## src/rtl/cpu_pipe_pkg.sv

```systemverilog
// ---------------------------------------------------------------------------
// cpu_pipe_pkg
// Shared pipeline definitions used by the hazard detection logic:
//   hdu_state_t : hazard unit FSM state encoding
//   REG_ADDR_W  : default register address width
//   NOP_INSTR   : instruction word loaded into ID/EX when a bubble is injected
// ---------------------------------------------------------------------------
package cpu_pipe_pkg;

    typedef enum logic {
        IDLE  = 1'b0,
        STALL = 1'b1
    } hdu_state_t;

    localparam int REG_ADDR_W = 4;

    // Encoding the ID/EX register takes when idex_bubble is asserted.
    localparam logic [15:0] NOP_INSTR = 16'h0000;

endpackage : cpu_pipe_pkg

```

## src/rtl/hdu_src_match.sv

```systemverilog
// ---------------------------------------------------------------------------
// hdu_src_match
// Compares one decode-stage source register against the execute-stage
// destination. The match only counts when the source is actually read.
// With ZERO_REG_HARD=1 register 0 is hardwired and never matches.
//
// Ports:
//   raddr   in  ADDR_W  decode source register address
//   src_use in  1       decode instruction reads this source
//   wreg    in  ADDR_W  execute destination register
//   match   out 1       source depends on the execute destination
// ---------------------------------------------------------------------------
module hdu_src_match
    import cpu_pipe_pkg::*;
#(
    parameter int ADDR_W        = REG_ADDR_W,
    parameter int ZERO_REG_HARD = 0
) (
    input  logic [ADDR_W-1:0] raddr,
    input  logic              src_use,
    input  logic [ADDR_W-1:0] wreg,
    output logic              match
);

    logic wreg_live;

    // Writes to a hardwired zero register never produce a real value.
    assign wreg_live = (ZERO_REG_HARD == 0) || (wreg != '0);
    assign match     = src_use && (raddr == wreg) && wreg_live;

endmodule : hdu_src_match

```

## src/rtl/hdu_multicycle.sv

```systemverilog
// ---------------------------------------------------------------------------
// hdu_multicycle
// Load-use hazard detection unit with a programmable stall length.
// A decode instruction that reads the destination of a load in execute
// holds PC and IF/ID and bubbles ID/EX for LOAD_LAT cycles. Execute-stage
// redirects take priority and flush IF/ID instead.
//
// Optional build macro: HDU_PERF_CNT_EN adds saturating performance
// counters stall_cycles and hazard_events.
//
// Ports:
//   clk           in  1       pipeline clock
//   rst_n         in  1       asynchronous active-low reset
//   d_raddr1/2    in  ADDR_W  decode source registers
//   d_use1/2      in  1       decode instruction reads raddr1/raddr2
//   d_valid       in  1       decode slot holds a real instruction
//   e_is_load     in  1       execute instruction is a load
//   e_wreg        in  ADDR_W  execute destination register
//   e_redirect    in  1       execute resolves taken branch / JR / jump
//   pc_stall      out 1       hold PC
//   ifid_stall    out 1       hold IF/ID
//   idex_bubble   out 1       load NOP into ID/EX
//   ifid_flush    out 1       clear IF/ID
//   stall_busy    out 1       registered, high while in STALL
//   stall_cycles  out 32      (HDU_PERF_CNT_EN) cycles with pc_stall high
//   hazard_events out 16      (HDU_PERF_CNT_EN) stall entries from IDLE
//
// Legal parameters: 1 <= LOAD_LAT <= 15, 2**CNT_W > LOAD_LAT.
// ---------------------------------------------------------------------------
// state | meaning
// IDLE  | no stall in progress; hazard or redirect handled in-cycle
// STALL | counting down remaining load-use stall cycles in cnt
// ---------------------------------------------------------------------------
module hdu_multicycle
    import cpu_pipe_pkg::*;
#(
    parameter int ADDR_W        = REG_ADDR_W,
    parameter int LOAD_LAT      = 1,
    parameter int CNT_W         = 4,
    parameter int ZERO_REG_HARD = 0
) (
    input  logic              clk,
    input  logic              rst_n,
    input  logic [ADDR_W-1:0] d_raddr1,
    input  logic [ADDR_W-1:0] d_raddr2,
    input  logic              d_use1,
    input  logic              d_use2,
    input  logic              d_valid,
    input  logic              e_is_load,
    input  logic [ADDR_W-1:0] e_wreg,
    input  logic              e_redirect,
    output logic              pc_stall,
    output logic              ifid_stall,
    output logic              idex_bubble,
    output logic              ifid_flush,
    output logic              stall_busy
`ifdef HDU_PERF_CNT_EN
    ,
    output logic [31:0]       stall_cycles,
    output logic [15:0]       hazard_events
`endif
);

    localparam logic [CNT_W-1:0] CNT_INIT = CNT_W'(LOAD_LAT - 1);
    localparam logic [CNT_W-1:0] CNT_ONE  = CNT_W'(1);

    hdu_state_t       state;
    logic [CNT_W-1:0] cnt;
    logic             match1;
    logic             match2;
    logic             hz;
    logic             stall_entry;

    hdu_src_match #(
        .ADDR_W        (ADDR_W),
        .ZERO_REG_HARD (ZERO_REG_HARD)
    ) u_match1 (
        .raddr   (d_raddr1),
        .src_use (d_use1),
        .wreg    (e_wreg),
        .match   (match1)
    );

    hdu_src_match #(
        .ADDR_W        (ADDR_W),
        .ZERO_REG_HARD (ZERO_REG_HARD)
    ) u_match2 (
        .raddr   (d_raddr2),
        .src_use (d_use2),
        .wreg    (e_wreg),
        .match   (match2)
    );

    // Pure input decode; cnt deliberately does not feed the hazard term.
    assign hz = d_valid && e_is_load && (match1 || match2);

    // New load-use stall starting from IDLE (redirect suppresses it).
    assign stall_entry = (state == IDLE) && !e_redirect && hz;

    // -----------------------------------------------------------------------
    // Control outputs. Gated by rst_n so nothing asserts during reset even
    // when the hazard inputs are active.
    // -----------------------------------------------------------------------
    always_comb begin
        pc_stall    = 1'b0;
        ifid_stall  = 1'b0;
        idex_bubble = 1'b0;
        ifid_flush  = 1'b0;
        if (rst_n) begin
            if (e_redirect) begin
                ifid_flush  = 1'b1;
                idex_bubble = 1'b1;
            end else if ((state == STALL) || hz) begin
                // In STALL the load has already left execute, so hz is moot.
                pc_stall    = 1'b1;
                ifid_stall  = 1'b1;
                idex_bubble = 1'b1;
            end
        end
    end

    // -----------------------------------------------------------------------
    // State, counter and registered busy flag. The IDLE hazard cycle is the
    // first stall cycle, so STALL covers the remaining LOAD_LAT-1 cycles.
    // -----------------------------------------------------------------------
    always_ff @(posedge clk or negedge rst_n) begin
        if (!rst_n) begin
            state      <= IDLE;
            cnt        <= '0;
            stall_busy <= 1'b0;
        end else begin
            case (state)
                IDLE: begin
                    if (stall_entry && (LOAD_LAT > 1)) begin
                        state      <= STALL;
                        cnt        <= CNT_INIT;
                        stall_busy <= 1'b1;
                    end
                end
                STALL: begin
                    if (e_redirect || (cnt == CNT_ONE)) begin
                        state      <= IDLE;
                        cnt        <= '0;
                        stall_busy <= 1'b0;
                    end else begin
                        cnt <= cnt - CNT_ONE;
                    end
                end
                default: begin
                    state      <= IDLE;
                    cnt        <= '0;
                    stall_busy <= 1'b0;
                end
            endcase
        end
    end

`ifdef HDU_PERF_CNT_EN
    // Saturating event counters; they stick at all-ones rather than wrap.
    always_ff @(posedge clk or negedge rst_n) begin
        if (!rst_n) begin
            stall_cycles  <= '0;
            hazard_events <= '0;
        end else begin
            if (pc_stall && (stall_cycles != '1)) begin
                stall_cycles <= stall_cycles + 32'd1;
            end
            if (stall_entry && (hazard_events != '1)) begin
                hazard_events <= hazard_events + 16'd1;
            end
        end
    end
`endif

endmodule : hdu_multicycle
```

## config.mk

```make
export PLATFORM = sky130hd
export DESIGN_NAME = hdu_multicycle
export DESIGN_NICKNAME = d
export VERILOG_FILES = /design/src/rtl/cpu_pipe_pkg.sv /design/src/rtl/hdu_src_match.sv /design/src/rtl/hdu_multicycle.sv
export SDC_FILE = /design/constraint.sdc
export NUM_CORES = 1
export LEC_CHECK = 0
export BUFFER_PORTS_ARGS = -buffer_cell sky130_fd_sc_hd__buf_2
export CORE_AREA = 2 2 39 41
export DETAILED_ROUTE_END_ITERATION = 8
export DIE_AREA = 0 0 41 43
export PLACE_DENSITY = 0.61
export SLEW_MARGIN = 20
export SYNTH_ARGS = -nofsm -noshare
export SYNTH_HDL_FRONTEND = slang
export SYNTH_SLANG_ARGS = --single-unit
```

## constraint.sdc

```tcl
create_clock -name clk -period 2.1 [get_ports clk]
set_input_delay 0.42 -clock clk [delete_from_list [all_inputs] [get_ports clk]]
set_output_delay 0.42 -clock clk [all_outputs]
set_load 0.05 [all_outputs]
```

Word level (Yosys, flattened, before mapping). Cells that the tools add are included.

Input port bits: 19. Register bits after elaboration: 5. Logic and storage cells: 23.

Reductions and logical operators: 7. Muxes and demuxes: 10. $add $sub $neg: 1. Equality and inequality tests: 3.

Operator list (count): two-way mux 1 bit (9); equality test 4 bit (2); equality test 4 x 1 -> 1 bit, second input constant (1); logical AND 1 bit (4); two-way mux 4 bit (1); subtractor 4 x 1 -> 4 bit, second input constant (1); logical OR 1 bit (3).

Logic depth before layout (Yosys ltp). Gate-level depths: netlist (run 1).

Depth in word-level cells: 8. Mapped depth: 6. Gate-level depth less buffers: 6.

By module. From an unflattened synthesis (run 1), not the netlist that was laid out.

Cell total of the unflattened synthesis: 49. Area, all modules: 436.7 sq um.

By module, submodules not included: hdu_multicycle (sequential area each 125.1 sq um, area an instance 306.5 sq um, instances 1, cells each 31); hdu_src_match (sequential area each 0.0 sq um, area an instance 65.1 sq um, instances 2, cells each 9).

Worst setup path after synthesis (run 1). Ideal clock, no wire load.

Kind: input to output. Start: input port e_wreg[1]. End: output port pc_stall. Stages: 5. Required time: 1.680 ns. Data arrival time: 2.115 ns. Slack: -0.435 ns. Cells stage by stage: xor2_1 -> or4_1 -> o22a_1 -> a21oi_2 -> buf_4.

Longest elaborated chain between the ends: 8. Elaborated cells on any way between the ends: 10.

RTL lines: start, declared (RTL line hdu_multicycle.sv:50) `input logic [ADDR_W-1:0] e_wreg,`; equality test 4 bit (RTL line hdu_src_match.sv:29) `assign match = src_use && (raddr == wreg) && wreg_live;`; logical AND 1 bit (RTL line hdu_src_match.sv:29); logical OR 1 bit * (RTL line hdu_multicycle.sv:95) `assign hz = d_valid && e_is_load && (match1 || match2);`; logical AND 1 bit * (RTL line hdu_multicycle.sv:95); logical OR 1 bit * (RTL line hdu_multicycle.sv:113) `end else if ((state == STALL) || hz) begin`; two-way mux 1 bit * (3 in series); end, declared (RTL line hdu_multicycle.sv:52) `output logic pc_stall,`.

Every way passes the cells marked *; elsewhere a longest branch is shown, timed or not.

Final worst setup path (run 1).
Start: input port d_raddr2[1]. End: output port ifid_stall.

Longest elaborated chain between the ends: 8.

RTL lines: start, declared (RTL line hdu_multicycle.sv:45) `input logic [ADDR_W-1:0] d_raddr2,`; equality test 4 bit (RTL line hdu_src_match.sv:29); logical AND 1 bit (RTL line hdu_src_match.sv:29); logical OR 1 bit (RTL line hdu_multicycle.sv:95); logical AND 1 bit (RTL line hdu_multicycle.sv:95); logical OR 1 bit (RTL line hdu_multicycle.sv:113); two-way mux 1 bit (RTL line hdu_multicycle.sv:113); two-way mux 1 bit (RTL line hdu_multicycle.sv:110) `if (e_redirect) begin`; two-way mux 1 bit (RTL line hdu_multicycle.sv:109) `if (rst_n) begin`; end, declared (RTL line hdu_multicycle.sv:53) `output logic ifid_stall,`.

No other way between the ends.

==> results of run 1 <==
## flip-flops by register name, summed over array words and instances (netlist names)
register / count
cnt: 4
state: 1
## cells in the final DEF (no fill, tap or decap)
cell      count
nor3b_1       1
buf_4         5
mux2i_1       1
nor4_1        1
xor2_1        6
a21oi_4       1
dfrtp_1       5
or4_1         2
o311ai_1      1
nand3_1       1
nor3_1        1
o22a_1        1
o21ai_0       3
ha_1          2
inv_1         5
a22o_1        1
conb_1        1
o22ai_1       1
xnor2_1       2
and2_1        1
buf_2        17
buf_6         5
clkbuf_4      3
nand2_1       4
a21o_1        1
clkbuf_1      1
## layout make-up
class / instances / area share [%]
sequential: 5 / 20.5
timing repair buffer: 27 / 29.4
tap: 16 / 3.29
multi-input combinational: 32 / 39.4
clock buffer: 4 / 4.31
inverter: 5 / 3.08
## where the power goes
part	leakage (nW)	total [mW]	switching (mW)	internal, mW
logic	0.246	0.0633	0.0318	0.0315
clock network	0.0150	0.110	0.0382	0.0718
registers	0.0594	0.0968	0	0.0968
total	0.320	0.270	0.0699	0.200
## Yosys cell counts
| master | n | area (um^2) |
|---|---|---|
| a21o_1 | 1 | 7.51 |
| a21oi_2 | 1 | 8.76 |
| a22o_1 | 1 | 8.76 |
| and2_1 | 1 | 6.26 |
| buf_4 | 2 | 15.0 |
| conb_1 | 1 | 3.75 |
| dfrtp_1 | 5 | 125 |
| ha_1 | 2 | 25.0 |
| inv_1 | 5 | 18.8 |
| mux2i_1 | 1 | 10.0 |
| nand2_1 | 4 | 15.0 |
| nand3_1 | 1 | 5.00 |
| nor3_1 | 1 | 5.00 |
| nor3b_1 | 1 | 7.51 |
| nor4_1 | 1 | 6.26 |
| o21ai_0 | 3 | 15.0 |
| o22a_1 | 1 | 8.76 |
| o22ai_1 | 1 | 6.26 |
| o311ai_1 | 1 | 8.76 |
| or4_1 | 2 | 15.0 |
| xnor2_1 | 2 | 17.5 |
| xor2_1 | 6 | 52.6 |
## layer usage
| layer | wire length, um | track usage [%] |
|---|---|---|
| met4 | 32 | 12.0 |
| met3 | 114 | 3.14 |
| met5 | 0 | 0 |
| met1 | 325 | 9.51 |
| met2 | 390 | 18.1 |
## worst max-delay path, stage by stage
cell and delay, ns:
buf_6 0.09, xor2_1 0.14, or4_1 0.53, o22a_1 0.25, a21oi_4 0.16, buf_6 0.17
## final timing paths
path                             start          to  cells past startpoint
setup / recovery           d_raddr2[1]  ifid_stall                      6
hold / removal                   rst_n      cnt[1]                      2
setup reg to reg                cnt[1]      cnt[3]                      7
hold reg to reg                 cnt[3]      cnt[3]                      1
max in group asynchronous        rst_n      cnt[0]                      2
min in group clk                cnt[3]      cnt[3]                      1
## logic make-up (layout without fill, tap and decap cells)
logic type	count (synthesis)	after routing	share of synthesized area, %
simple gates	11	11	15.3
compound gates	9	9	16.3
xor+xnor	8	8	17.9
buf+inv	7	36	8.63
flops	5	5	31.9
fa+ha+maj	2	2	6.39
other cells	1	1	0.958
mux	1	1	2.56
## metrics by stage
step / utilization (%) / hold slack, ns / total power, mW / TNS (ns)
after floorplan: - / 0.124 / 0.127 / -0.217
after global placement: 39.9 / 0.356 / 0.158 / -0.477
after detailed placement: 39.9 / 0.360 / 0.158 / -0.458
after CTS: 43.8 / 0.101 / 0.275 / -0.133
after global routing: 44.0 / 0.109 / 0.286 / -0.295
final: 44.0 / 0.0949 / 0.270 / -0.156
## timing repair
| action | CTS | global route |
|---|---|---|
| hold buffers | 0 | 0 |
| setup endpoints to repair | 3 | 3 |
| gates resized for setup | 7 | 1 |
| pin swaps | 4 | 0 |
==> impl_metrics.yaml, run 1 <==
run_status:
  outcome: "finished with violations"
  violations: "negative setup slack"
placed_design:
  port_buffers: 22
  hpwl_um: 702
  gp_congestion: 0.687
  place_ws_ns: -0.186
  place_area_um2: 552
  dp.cells: 85
floorplan:
  dieArea_mm2: 0.00176
  die_x_um: 41
  fp.dieH_um: 43
  core-area_mm2: 0.00138
  rows: 14
  initial_utilization_pct: 28.3
  io_pins: 24
routing:
  vias: 389
  routedWlPerCell_um: 9.69
  ant_nets: 0
  drc: 0
  via_per_inst: 4.37
  drt_pass1_iterations: 3
  drt-total-wl_um: 862
  dr.first_iter.drc_count: 2
clock_tree:
  cts_tree: "yes"
  worst_skew_pair.late_latency_ns: 0.24
  numCtsBuffers: 3
  h-tree-depth: 1
  cts_max_path_buffers: 2
  cts_setup_buffers: 0
  cts_root_buf: "clkbuf_4"
  cts.sinks: 5
  clkTransAtPathRegs_ns: 0.04
logic_synthesis:
  synth_nets: 65
  mappedNetlistArea_um2: 392
  postSynthAreaPerCell_um2: 8.90
  ys_seq_area_share_pct: 31.9
  ys_seq_elements: 5
  synth_cell_types: 22
  netlist_instances: 44
  yosys_warnings: 0
final_layout:
  nFillCells: 145
  fin_cells: 89
  stdcell_area_um2: 609
  synthToLayoutAreaGrowth_pct: 55.6
  multi_input_area_um2: 240
  layout-drive-gt1-share_pct: 42.5
  ff_latch_area_um2: 125
  diodes: 0
  finalNetCount: 95
global_routing:
  grt_pass1_vias: 362
  grt_use_total_pct: 11.2
  grt_max_degree: 9
  antenna_found_initial: 0
  gr-total-overflow: 0
  grt_pass1_wl_um: 1230
pwr:
  cellPowerDensity_mw_per_mm2: 443
  p_leak_nw: 0.320
  ir_drop_uv: 338
flow_run:
  cap_viol_max_count: 0
critical_path:
  startpoint_type: "input pin"
  reg2reg_slack_ns: 0.62
  crit_type: "input pin to primary output"
  worstPathArrival_ns: 1.76
  critical_path_required_ns: 1.68
  crit_fanout: 2
  cp-end-kind: "primary output"
worst_hold_path:
  hp-class: "input pin to asynchronous set/reset pin"
sta:
  slew_viol_final: 0
  finalSetupViolCount: 2
  min_period_ns: 2.18
  setup_ws_ns: -0.0783
  skew_ns: 0.00127
  grt_setup_unrepaired: "yes"
  hold_viol: 0
  fin_crit_sh_pct: 104
  timing.fmax_mhz: 459
Power figures use the tool's default switching activity.
==> run 2: changes to the inputs <==
Clock period 2.1 ns to 2.6 ns, I/O delays scaled along.
==> impl_metrics.yaml, run 2 (synthesized netlist as in run 1, its figures left out) <==
run_status:
  outcome: "completed"
clock_tree:
  clkTransAtPathRegs_ns: 0.04
  cts_tree: "yes"
  cts_max_path_buffers: 2
  cts.sinks: 5
  cts_root_buf: "clkbuf_4"
  h-tree-depth: 1
  numCtsBuffers: 3
  cts_setup_buffers: 0
  hold_buffers: 0
  worst_skew_pair.late_latency_ns: 0.24
  cts_resized: 0
final_layout:
  largest_reg_flops: 4
  final_common_cell: "buf_2"
  nFillCells: 146
  final_util_pct: 39.6
  layout-drive-gt1-share_pct: 39.1
  largest-register: "cnt"
  top_regs: "cnt x4, state x1"
  stdcell_area_um2: 548
  diodes: 0
  synthToLayoutAreaGrowth_pct: 39.9
  finalNetCount: 91
  layout_common_cells: "buf_2 (22), xor2_1 (6), inv_1 (5), dfrtp_1 (5), nand2_1 (4)"
sta:
  hold_viol: 0
  fin_crit_sh_pct: 95.4
  finalSetupViolCount: 0
  timing.fmax_mhz: 403
  tightest_slew_ns: 0.630
  slew_viol_final: 0
  finalSetupTns_ns: 0
  min_period_ns: 2.48
  slew_headroom_pct: 57.4
  skew_ns: 0.00258
  grt_setup_unrepaired: "no"
floorplan:
  die_x_um: 41
  initial_utilization_pct: 28.3
  dieArea_mm2: 0.00176
  io_pins: 24
  fp.dieH_um: 43
  core-area_mm2: 0.00138
  rows: 14
critical_path:
  crit_path_top_delay_cell: "or4_1"
  r2r-end: "cnt[3]"
  crit_chain: "buf_2 > xor2_1 > or4_1 > o22a_1 > a21oi_4 > buf_2"
  crit_type: "input pin to primary output"
  crit_family: "simple AND/OR/NAND/NOR gates"
  critical_path_required_ns: 2.08
  crit_fanout: 2
  startpoint_type: "input pin"
  worstPathArrival_ns: 1.96
  critPathMostFrequentCell: "buf_2"
  cp-end-kind: "primary output"
  reg2reg_slack_ns: 0.85
  max_stage_delay_ns: 0.51
  r2r_cells: 6
  reg2reg_from: "cnt[1]"
  path_buf_inv: 2
global_routing:
  grt_pass1_vias: 340
  antenna_found_initial: 0
  gr-total-overflow: 0
  grt_use_total_pct: 10.6
  grt_max_degree: 9
  grt_pass1_wl_um: 1220
pwr:
  ir_drop_uv: 275
  p_leak_nw: 0.295
  cellPowerDensity_mw_per_mm2: 385
placed_design:
  place_area_um2: 522
  port_buffers: 22
  hpwl_um: 694
  gp_congestion: 0.730
routing:
  dr.first_iter.drc_count: 6
  drt-total-wl_um: 845
  drt_pass1_iterations: 3
  vias: 384
  drc: 0
  via_per_inst: 4.52
  routedWlPerCell_um: 9.94
  ant_nets: 0
flow_run:
  cap_viol_max_count: 0
worst_hold_path:
  hp-class: "input pin to asynchronous set/reset pin"
==> run 2: layout make-up <==
cell class | count | area, um^2 | share of cell area [%]
Clock buffer | 4 | 26.3 | 4.79
Inverter | 5 | 18.8 | 3.42
Multi-Input combinational cell | 32 | 240 | 43.8
Sequential cell | 5 | 125 | 22.8
Tap cell | 16 | 20.0 | 3.65
Timing Repair Buffer | 23 | 118 | 21.5
==> run 2: metrics by stage <==
stage | power (mW) | hold WS, ns | worst slack [ns] | std cells
6_report | 0.211 | 0.195 | 0.121 | 85
5_1_grt | 0.227 | 0.208 | 0.0596 | 85
4_1_cts | 0.217 | 0.199 | 0.114 | 85
3_5_place_dp | 0.124 | 0.457 | 0.118 | 81
3_3_place_gp | 0.124 | 0.459 | 0.127 | 81
2_1_floorplan | 0.102 | 0.224 | 0.0567 | 44
==> run 2: metal layers <==
layer | share of wire [%] | wire (um) | global-route usage [%]
met2 | 41 | 345 | 16.3
met3 | 14 | 116 | 2.09
met4 | 2.8 | 24 | 10.0
met1 | 42 | 359 | 11.2
met5 | 0 | 0 | 0
==> run 2: worst max path at each step <==
stage | startpoint | endpoint | cells after the start
after floorplan | e_wreg[1] | pc_stall | 5
after global placement | e_wreg[1] | pc_stall | 6
after detailed placement | e_wreg[1] | ifid_stall | 6
after CTS | e_wreg[1] | ifid_stall | 6
after global routing | e_wreg[1] | pc_stall | 6
final | e_wreg[1] | ifid_stall | 6
==> run 2: report_power, final <==
group | leakage (nW) | internal [mW] | switching [mW]
clock | 0.0150 | 0.0579 | 0.0305
sequential | 0.0594 | 0.0781 | 0
combinational | 0.221 | 0.0196 | 0.0248
total | 0.295 | 0.156 | 0.0554
